$ cat src/rtl/alu_serial_pkg.sv
// rtl/alu_serial_pkg.sv - shared FSM states and opcodes for the bit-serial add/sub path
package alu_serial_pkg;

  typedef enum logic [1:0] {
    S_IDLE,
    S_RUN,
    S_DONE
  } state_t;

  localparam logic OP_ADD = 1'b0;
  localparam logic OP_SUB = 1'b1;

endpackage

$ cat src/rtl/full_adder.sv
// rtl/full_adder.sv - single-bit full adder, the only arithmetic element of the serial ALU
module full_adder (
  input  logic a,
  input  logic b,
  input  logic cin,
  output logic sum,
  output logic cout
);

  assign sum  = a ^ b ^ cin;
  assign cout = (a & b) | (cin & (a ^ b));

endmodule

$ cat src/rtl/serial_addsub_ctrl.sv
// rtl/serial_addsub_ctrl.sv - bit-serial add/subtract sequencer, one bit per cycle LSB first
module serial_addsub_ctrl
  import alu_serial_pkg::*;
#(
  parameter int WIDTH = 32
) (
  input  logic             clk,
  input  logic             rst,
  input  logic             start,
  input  logic             op,
  input  logic [WIDTH-1:0] a,
  input  logic [WIDTH-1:0] b,
  output logic             ready,
  output logic             busy,
  output logic             done,
  output logic [WIDTH-1:0] result,
  output logic             flag_n,
  output logic             flag_z,
  output logic             flag_c,
  output logic             flag_v
);

  localparam int CNT_W = $clog2(WIDTH);
  localparam logic [CNT_W-1:0] LAST_BIT = CNT_W'(WIDTH - 1);

  state_t           state;
  state_t           state_next;
  logic [CNT_W-1:0] cnt;
  logic [WIDTH-1:0] shift_a;
  logic [WIDTH-1:0] shift_b;
  logic [WIDTH-1:0] result_next;
  logic             carry;
  logic             sum_bit;
  logic             cout;
  logic             load;
  logic             step;
  logic             last_bit;

  full_adder u_full_adder (
    .a    (shift_a[0]),
    .b    (shift_b[0]),
    .cin  (carry),
    .sum  (sum_bit),
    .cout (cout)
  );

  always_comb begin
    state_next = state;
    ready      = 1'b0;
    busy       = 1'b0;
    done       = 1'b0;
    load       = 1'b0;
    step       = 1'b0;
    case (state)
      S_IDLE: begin
        ready = 1'b1;
        if (start) begin
          load       = 1'b1;
          state_next = S_RUN;
        end
      end
      S_RUN: begin
        busy = 1'b1;
        step = 1'b1;
        if (cnt == LAST_BIT) begin
          state_next = S_DONE;
        end
      end
      S_DONE: begin
        ready = 1'b1;
        done  = 1'b1;
        if (start) begin
          load       = 1'b1;
          state_next = S_RUN;
        end else begin
          state_next = S_IDLE;
        end
      end
      default: begin
        state_next = S_IDLE;
      end
    endcase
  end

  assign last_bit    = step && (cnt == LAST_BIT);
  assign result_next = {sum_bit, result[WIDTH-1:1]};

  always_ff @(posedge clk) begin
    if (rst) begin
      state <= S_IDLE;
    end else begin
      state <= state_next;
    end
  end

  // Subtraction is a + ~b + 1: the inverted operand and the carry-in of one are set up at load.
  always_ff @(posedge clk) begin
    if (rst) begin
      cnt     <= '0;
      carry   <= 1'b0;
      shift_a <= '0;
      shift_b <= '0;
      result  <= '0;
      flag_n  <= 1'b0;
      flag_z  <= 1'b0;
      flag_c  <= 1'b0;
      flag_v  <= 1'b0;
    end else if (load) begin
      cnt     <= '0;
      carry   <= (op == OP_SUB);
      shift_a <= a;
      shift_b <= (op == OP_SUB) ? ~b : b;
    end else if (step) begin
      cnt     <= cnt + CNT_W'(1);
      carry   <= cout;
      shift_a <= shift_a >> 1;
      shift_b <= shift_b >> 1;
      result  <= result_next;
      if (last_bit) begin
        // The carry register still holds the carry into the MSB on this bit.
        flag_v <= carry ^ cout;
        flag_c <= cout;
        flag_n <= sum_bit;
        flag_z <= (result_next == '0);
      end
    end
  end

endmodule

$ cat config.mk
export PLATFORM = sky130hd
export DESIGN_NAME = serial_addsub_ctrl
export DESIGN_NICKNAME = d
export VERILOG_FILES = /design/src/rtl/alu_serial_pkg.sv /design/src/rtl/full_adder.sv /design/src/rtl/serial_addsub_ctrl.sv
export SDC_FILE = /design/constraint.sdc
export NUM_CORES = 1
export LEC_CHECK = 0
export CORE_UTILIZATION = 45
export CTS_CLUSTER_DIAMETER = 40
export CTS_CLUSTER_SIZE = 10
export DETAILED_ROUTE_END_ITERATION = 10
export PLACE_DENSITY_LB_ADDON = 0.15
export SLEW_MARGIN = 20
export SYNTH_ARGS = -nofsm -noshare
export SYNTH_HDL_FRONTEND = slang
export SYNTH_SLANG_ARGS = --single-unit
$ cat constraint.sdc
create_clock -name clk -period 1.8 [get_ports clk]
set_clock_uncertainty 0.2 [all_clocks]
set_input_delay 0.36 -clock clk [delete_from_list [all_inputs] [get_ports clk]]
set_output_delay 0.36 -clock clk [all_outputs]
set_load 0.03 [all_outputs]
==> summary.md, run 1 <==
| Metric | Value |
|---|---|
| Outcome | `finished, final reports clean` |
| Total global routing overflow | `0` |
| Die area | `10,490 sq um` |
| Post-synth top area share | `0.4763` |
| Initial antenna violation count | `0` |
| WP data required | `1.24 ns` |
| Critical-path top delay cell | `dfxtp_1` |
| Synth Instances | `534` |
| # fillers | `908` |
| Critical Path AT | `1.18 ns` |
| Hold path depth | `2` |
| RSZ-0062 raised after global routing | `no` |
| Power after layout | `4.942 mW` |
| FMAX | `574.6 MHz` |
| Die width | `102.4 um` |
| Hold_sp | `rst` |
| Initial Utilization | `0.4644` |
| Register area share after synthesis | `0.4763` |
| Fraction of layout cells with a size suffix above 1 | `0.09280` |
| Mapped Nets | `605` |
| 1st-iter DRT viols | `157` |
| Yosys warnings | `0` |
| Setup crit end kind | `output pin` |
| Final hold violations | `0` |
| Routability cong. | `0.7575` |
| Commonest non-fill, non-tap cell in the layout | `dfxtp_1` |
| WHS Endpoint | `flag_n$_SDFFE_PP0P_` |
| Kind of cell adding the most delay to the critical path | `flip-flops` |
| Mapped Area | `4539 sq um` |
| Power per cell area | `828.0 nW/um^2` |
| IO buf count | `106` |
| Vias | `4,072` |
| Worst reg2reg path depth | `4` |
| HP Class | `input pin to flop` |
| FF-to-FF setup slack | `0.09 ns` |
| Crit path buf inv count | `2` |
| Diode count | `0` |
| Most frequent cells in the layout | `dfxtp_1 (103), nand2_1 (73), a21oi_1 (68)` |
| Worst-path clk slew | `0.10 ns` |
| Startpoint Class | `flop` |
| Tcrit/Tclk final | `0.9668` |
| Clock Latency Late Sink | `0.36 ns` |
| Row count | `36` |
| Seq cells post-synth | `108` |
| Area delta synth->final | `31.51%` |
| CTS tree | `built` |
| Util after Layout | `0.6107` |
| Global-route wire length before repair | `17,000 um` |
| Drc violations | `0` |
| Detailed-router iteration count before antenna repair | `4` |
| Wire per inst | `13.64 um` |
| WS Path Type | `flop to output pin` |
| Post-Syn Area per Cell | `8.501 sq um` |
| Number of global-route vias before repair | `3,658` |
| Avg Vias per Cell | `5.372` |
| Ports | `107` |
| Total track usage | `0.2007` |
| CP Cell Sequence | `inv_1 -> dlygate4sd2_1` |
| Max VDD drop | `0.0005547 V` |
| Worst slew pin tran | `0.4418 ns` |
| Core ar. | `9774 sq um` |
| Worst path max stage delay | `0.42 ns` |
| RR Endpoint | `flag_z$_SDFFE_PP0P_` |
| Pin count of the biggest net entering global routing | `102` |
| Routed wire length | `10,340 um` |
| Placed cells | `741` |
| Die H | `102.4 um` |
| Clock Sinks | `108` |
| Hold slack | `0.2153 ns` |
| Final Max Slew Viols | `0` |
| RR Startpoint | `shift_b[0]$_SDFFE_PP0P_` |
| Slew headroom | `0.7055` |
| Post-Layout Cell Count | `758` |
| TritonCTS Buffers | `9` |
| Endpoints failing setup | `0` |
| Clock Path Buffers | `2` |
| CTS H-tree lvls | `3` |
| Post-route ant nets | `0` |
| Synth area leader | `dfxtp_1` |
| Final min period | `1.740 ns` |
| Clk root buf | `clkbuf_8` |
| DP Worst Slack | `-0.08442 ns` |
| DP HPWL | `6806 um` |
| Nets | `691` |
| Distinct cells, synth | `32` |
| Setup slack after layout | `0.05967 ns` |
| Leak | `2.279 nW` |
| Max FO, Critical Path | `3` |
| Synth top area cells | `dfxtp_1 (48%), a21oi_1 (7.7%), nor3_1 (6.7%)` |
| Max Cap Violations | `0` |
[flip-flops by register name, summed over array words and instances, names as in the netlist]
register and flops:
carry 1, cnt 5, flag_c 1, flag_n 1, flag_v 1, flag_z 1, result 32, shift_a 32
shift_b 32, state 2
[worst register-to-register path, delay by kind of cell (launching register included)]
family / cells / cell delay, ns
simple gates: 2 / 0.38
fa+ha+maj: 1 / 0.51
compound gates: 1 / 0.21
flops: 1 / 0.34
[routing by layer]
layer	up-vias	track usage	routed length, um
li1	2067	-	-
met1	1909	0.2558	4556
met2	89	0.3544	5309
met3	7	0.03215	408
met4	0	0.04615	65
met5	-	0	0
[cells by family after synthesis]
family          synth area share
buf+inv                  0.06256
fa+ha+maj               0.009922
compound gates            0.1781
mux                     0.004410
simple gates              0.2012
xor+xnor                 0.06753
flops                     0.4763
[stage by stage]
step           cell area (sq um)  setup TNS (ns)
2_1_floorplan               4539               0
3_3_place_gp                5757        -0.05457
3_5_place_dp                5757         -0.9342
4_1_cts                     5936        -0.02287
5_1_grt                     5969               0
6_report                    5969               0
[worst max-delay path by stage]
| stage | startpoint | depth (start not counted) | end | slack [ns] |
|---|---|---|---|---|
| 6_report | state[0]$_SDFFE_PP0P_ | 2 | ready | 0.06 |
| 5_1_grt | state[0]$_SDFFE_PP0P_ | 2 | ready | 0.0006 |
| 4_1_cts | carry$_SDFFE_PP0P_ | 4 | flag_z$_SDFFE_PP0P_ | -0.02 |
| 3_5_place_dp | carry$_SDFFE_PP0P_ | 4 | flag_z$_SDFFE_PP0P_ | -0.08 |
| 3_3_place_gp | carry$_SDFFE_PP0P_ | 4 | flag_z$_SDFFE_PP0P_ | -0.05 |
| 2_1_floorplan | carry$_SDFFE_PP0P_ | 4 | flag_z$_SDFFE_PP0P_ | 0.11 |
[power by group]
part           switching, mW  internal, mW
sequential            0.0802          2.53
combinational          0.441         0.414
clock                  0.824         0.651
[cell type report]
type	count	area, sq um	area share
repair buffers	127	1275	0.2136
clock inverters	7	76.32	0.01279
flip-flops and latches	108	2168	0.3632
well taps	133	166.4	0.02788
multi-input cells	372	2145	0.3593
inverters	2	15.01	0.002515
clock buffers	9	123.9	0.02075
[timing repair]
action	in CTS	in global routing
hold buffers	0	0
hold endpoints to repair	0	0
gates resized for setup	43	12
endpoints found under the setup margin	40	8
pin swaps	4	3
gates cloned	0	0
buffers inserted	1	0
[cell usage after synthesis (all sizes together)]
| cell type | number |
|---|---|
| dfxtp | 108 |
| nand2 | 73 |
| a21oi | 70 |
| nor3 | 61 |
| nand3 | 36 |
| buf | 34 |
| xor2 | 34 |
| a22oi | 32 |
| o22ai | 30 |
| clkbuf | 18 |
| nor4 | 8 |
| nor2 | 6 |
| nand2b | 3 |
| nand3b | 3 |
| ha | 2 |
| inv | 2 |
| mux2i | 2 |
| nand4 | 2 |
| nor2b | 2 |
| a311oi | 1 |
| and3 | 1 |
| fa | 1 |
| o21a | 1 |
| o21ai | 1 |
| o41ai | 1 |
| or3 | 1 |
| xnor2 | 1 |
Note: power is estimated with default switching activity, not from simulation.
==> run 2: changes to the inputs <==
- clock period: 1.8 -> 2.05 ns (I/O delays scaled with it)
==> run 2 against run 1 <==
  * Count of clock-buffer cells in the layout up 2
  * Clock power shrank 10%
  * Sequential power is 12% lower
  * Non-clock buffer count fell by 8
  * Critical endpoint is now flag_c
  * Largest power group unchanged
==> summary.md, run 2 (synthesized netlist as in run 1, its figures left out) <==
| Metric | Value |
|---|---|
| Total track usage | `0.2049 (+0.004244)` |
| Clock Power Share | `0.305 (+0.007)` |
| Crit path buf inv count | `1 (-1)` |
| Setup crit end kind | `output pin` |
| Hold-fix buffer count after cts | `0 (unchanged)` |
| CP Cell Sequence | `clkdlybuf4s50_1` |
| Drc violations | `0 (unchanged)` |
| Nets | `683 (-1.2%)` |
| WP data required | `1.44 ns (+0.20 ns)` |
| Power per cell area | `735.3 nW/um^2 (-11%)` |
| Slew headroom | `0.6517 (-0.05371)` |
| Final Max Slew Viols | `0 (unchanged)` |
| TritonCTS Buffers | `9 (unchanged)` |
| Regs by FF count | `result (32), shift_a (32), shift_b (32)` |
| Critical Path AT | `1.37 ns (+0.19 ns)` |
| Row count | `36 (unchanged)` |
| Clk root buf | `clkbuf_8` |
| Number of global-route vias before repair | `3,789 (+3.6%)` |
| Most frequent cells in the layout | `dfxtp_1 (108), nand2_1 (73), a21oi_1 (70)` |
| Vias | `4,100 (+0.69%)` |
| Post-route ant nets | `0 (unchanged)` |
| 1st-iter DRT viols | `195 (+24%)` |
| Cell-internal power | `3.199 mW (-11%)` |
| FMAX | `505.9 MHz` |
| Core ar. | `9774 sq um (unchanged)` |
| Max VDD drop | `0.0004276 V (-23%)` |
| Commonest non-fill, non-tap cell in the layout | `dfxtp_1` |
| Area delta synth->final | `29.91%` |
| Max Cap Violations | `0 (unchanged)` |
| Final min period | `1.977 ns` |
| Clock Path Buffers | `2 (unchanged)` |
| Final hold violations | `0 (unchanged)` |
| Global-route wire length before repair | `17,240 um (+1.4%)` |
| Kind of cell adding the most delay to the critical path | `buffers and inverters` |
| Gate power share | `0.166 (-0.007)` |
| Flop pwr share | `0.529 (about the same)` |
| CTS tree | `built` |
| Worst-path clk slew | `0.10 ns (about the same)` |
| Avg Vias per Cell | `5.467 (+1.8%)` |
| Die H | `102.4 um (unchanged)` |
| Max FO, Critical Path | `2 (-1)` |
| Setup slack after layout | `0.07341 ns (+0.01374 ns)` |
| Switching Fraction | `0.2623 (-0.009691)` |
| Endpoints failing setup | `0 (unchanged)` |
| Leak | `2.395 nW (+5.1%)` |
| Worst slew pin tran | `0.5224 ns (+0.08057 ns)` |
| Routed wire length | `10,490 um (+1.4%)` |
| Diode count | `0 (unchanged)` |
| Fraction of layout cells with a size suffix above 1 | `0.05835 (-0.03445)` |
| Detailed-router iteration count before antenna repair | `5 (+1)` |
| Outcome | `finished, final reports clean` |
| # fillers | `915 (+0.77%)` |
| Wire per inst | `13.98 um (+2.5%)` |
| WS Path Type | `flop to output pin` |
| Pin count of the biggest net entering global routing | `102 (unchanged)` |
| Initial antenna violation count | `0 (unchanged)` |
| DP HPWL | `6698 um (-1.6%)` |
| Setup TNS | `0 ns (unchanged)` |
| CTS H-tree lvls | `3 (unchanged)` |
| RSZ-0062 raised after global routing | `no` |
| Startpoint Class | `flop` |
| Sw power | `1.137 mW (-15%)` |
| DP Worst Slack | `0.05206 ns (+0.1365 ns)` |
| Worst path max stage delay | `0.68 ns (+0.26 ns)` |
| Clock Sinks | `108 (unchanged)` |
| Die width | `102.4 um (unchanged)` |
| Die area | `10,490 sq um (unchanged)` |
| Critical-path top delay cell | `clkdlybuf4s50_1` |
| HP Class | `flop to flop` |
| Clock Latency Late Sink | `0.35 ns (about the same)` |
| Initial Utilization | `0.4644 (unchanged)` |
| Ports | `107 (unchanged)` |
| IO buf count | `106 (unchanged)` |
| Tcrit/Tclk final | `0.9642` |
| Total global routing overflow | `0 (unchanged)` |
| Routability cong. | `0.7581 (about the same)` |
-- run 2: layer usage --
metal | vias up | wire (um) | global-route usage
met2 | 107 | 5363 | 0.3667
met3 | 15 | 434 | 0.03625
met4 | 0 | 141 | 0.06813
met5 | - | 0 | 0
li1 | 2049 | - | -
met1 | 1929 | 4547 | 0.2468
-- run 2: cell type report --
cell class              instances  area, sq um  area share
well taps                     133        166.4     0.02822
repair buffers                119         1234      0.2092
multi-input cells             372         2115      0.3586
clock buffers                  11        151.4     0.02567
inverters                       2        8.758    0.001485
flip-flops and latches        108         2162      0.3666
clock inverters                 5        60.06     0.01018
-- run 2: power by group through the flow --
stage | clock network, mW | logic, mW | registers, mW
floorplan | 0 | 0.473 | 2.33
global placement | 0 | 0.709 | 2.33
detailed placement | 0 | 0.726 | 2.34
CTS | 1.37 | 0.723 | 2.29
global route | 1.45 | 0.797 | 2.31
finish | 1.32 | 0.722 | 2.29
-- run 2: what timing repair did --
action	in CTS	in global routing
setup buffers	0	0
resized for setup	26	12
setup endpoints to repair	26	12
-- run 2: worst paths after layout --
check                      startpoint                   to  slack, ns  cells past startpoint
hold reg to reg   flag_v$_SDFFE_PP0P_  flag_v$_SDFFE_PP0P_       0.26                      2
hold / removal    flag_v$_SDFFE_PP0P_  flag_v$_SDFFE_PP0P_       0.26                      2
setup reg to reg   carry$_SDFFE_PP0P_  flag_z$_SDFFE_PP0P_       0.17                      4
setup / recovery  flag_c$_SDFFE_PP0P_               flag_c       0.07                      1
-- run 2: per-stage QoR --
stage	total power [mW]	cells	instance area, sq um	util	hold WS, ns
detailed placement	3.065	734	5684	0.5815	0.2471
global placement	3.043	734	5684	0.5815	0.2421
finish	4.336	750	5897	0.6033	0.2552
CTS	4.388	750	5863	0.5998	0.2612
floorplan	2.799	534	4539	-	0.2406
global route	4.553	750	5897	0.6033	0.2899
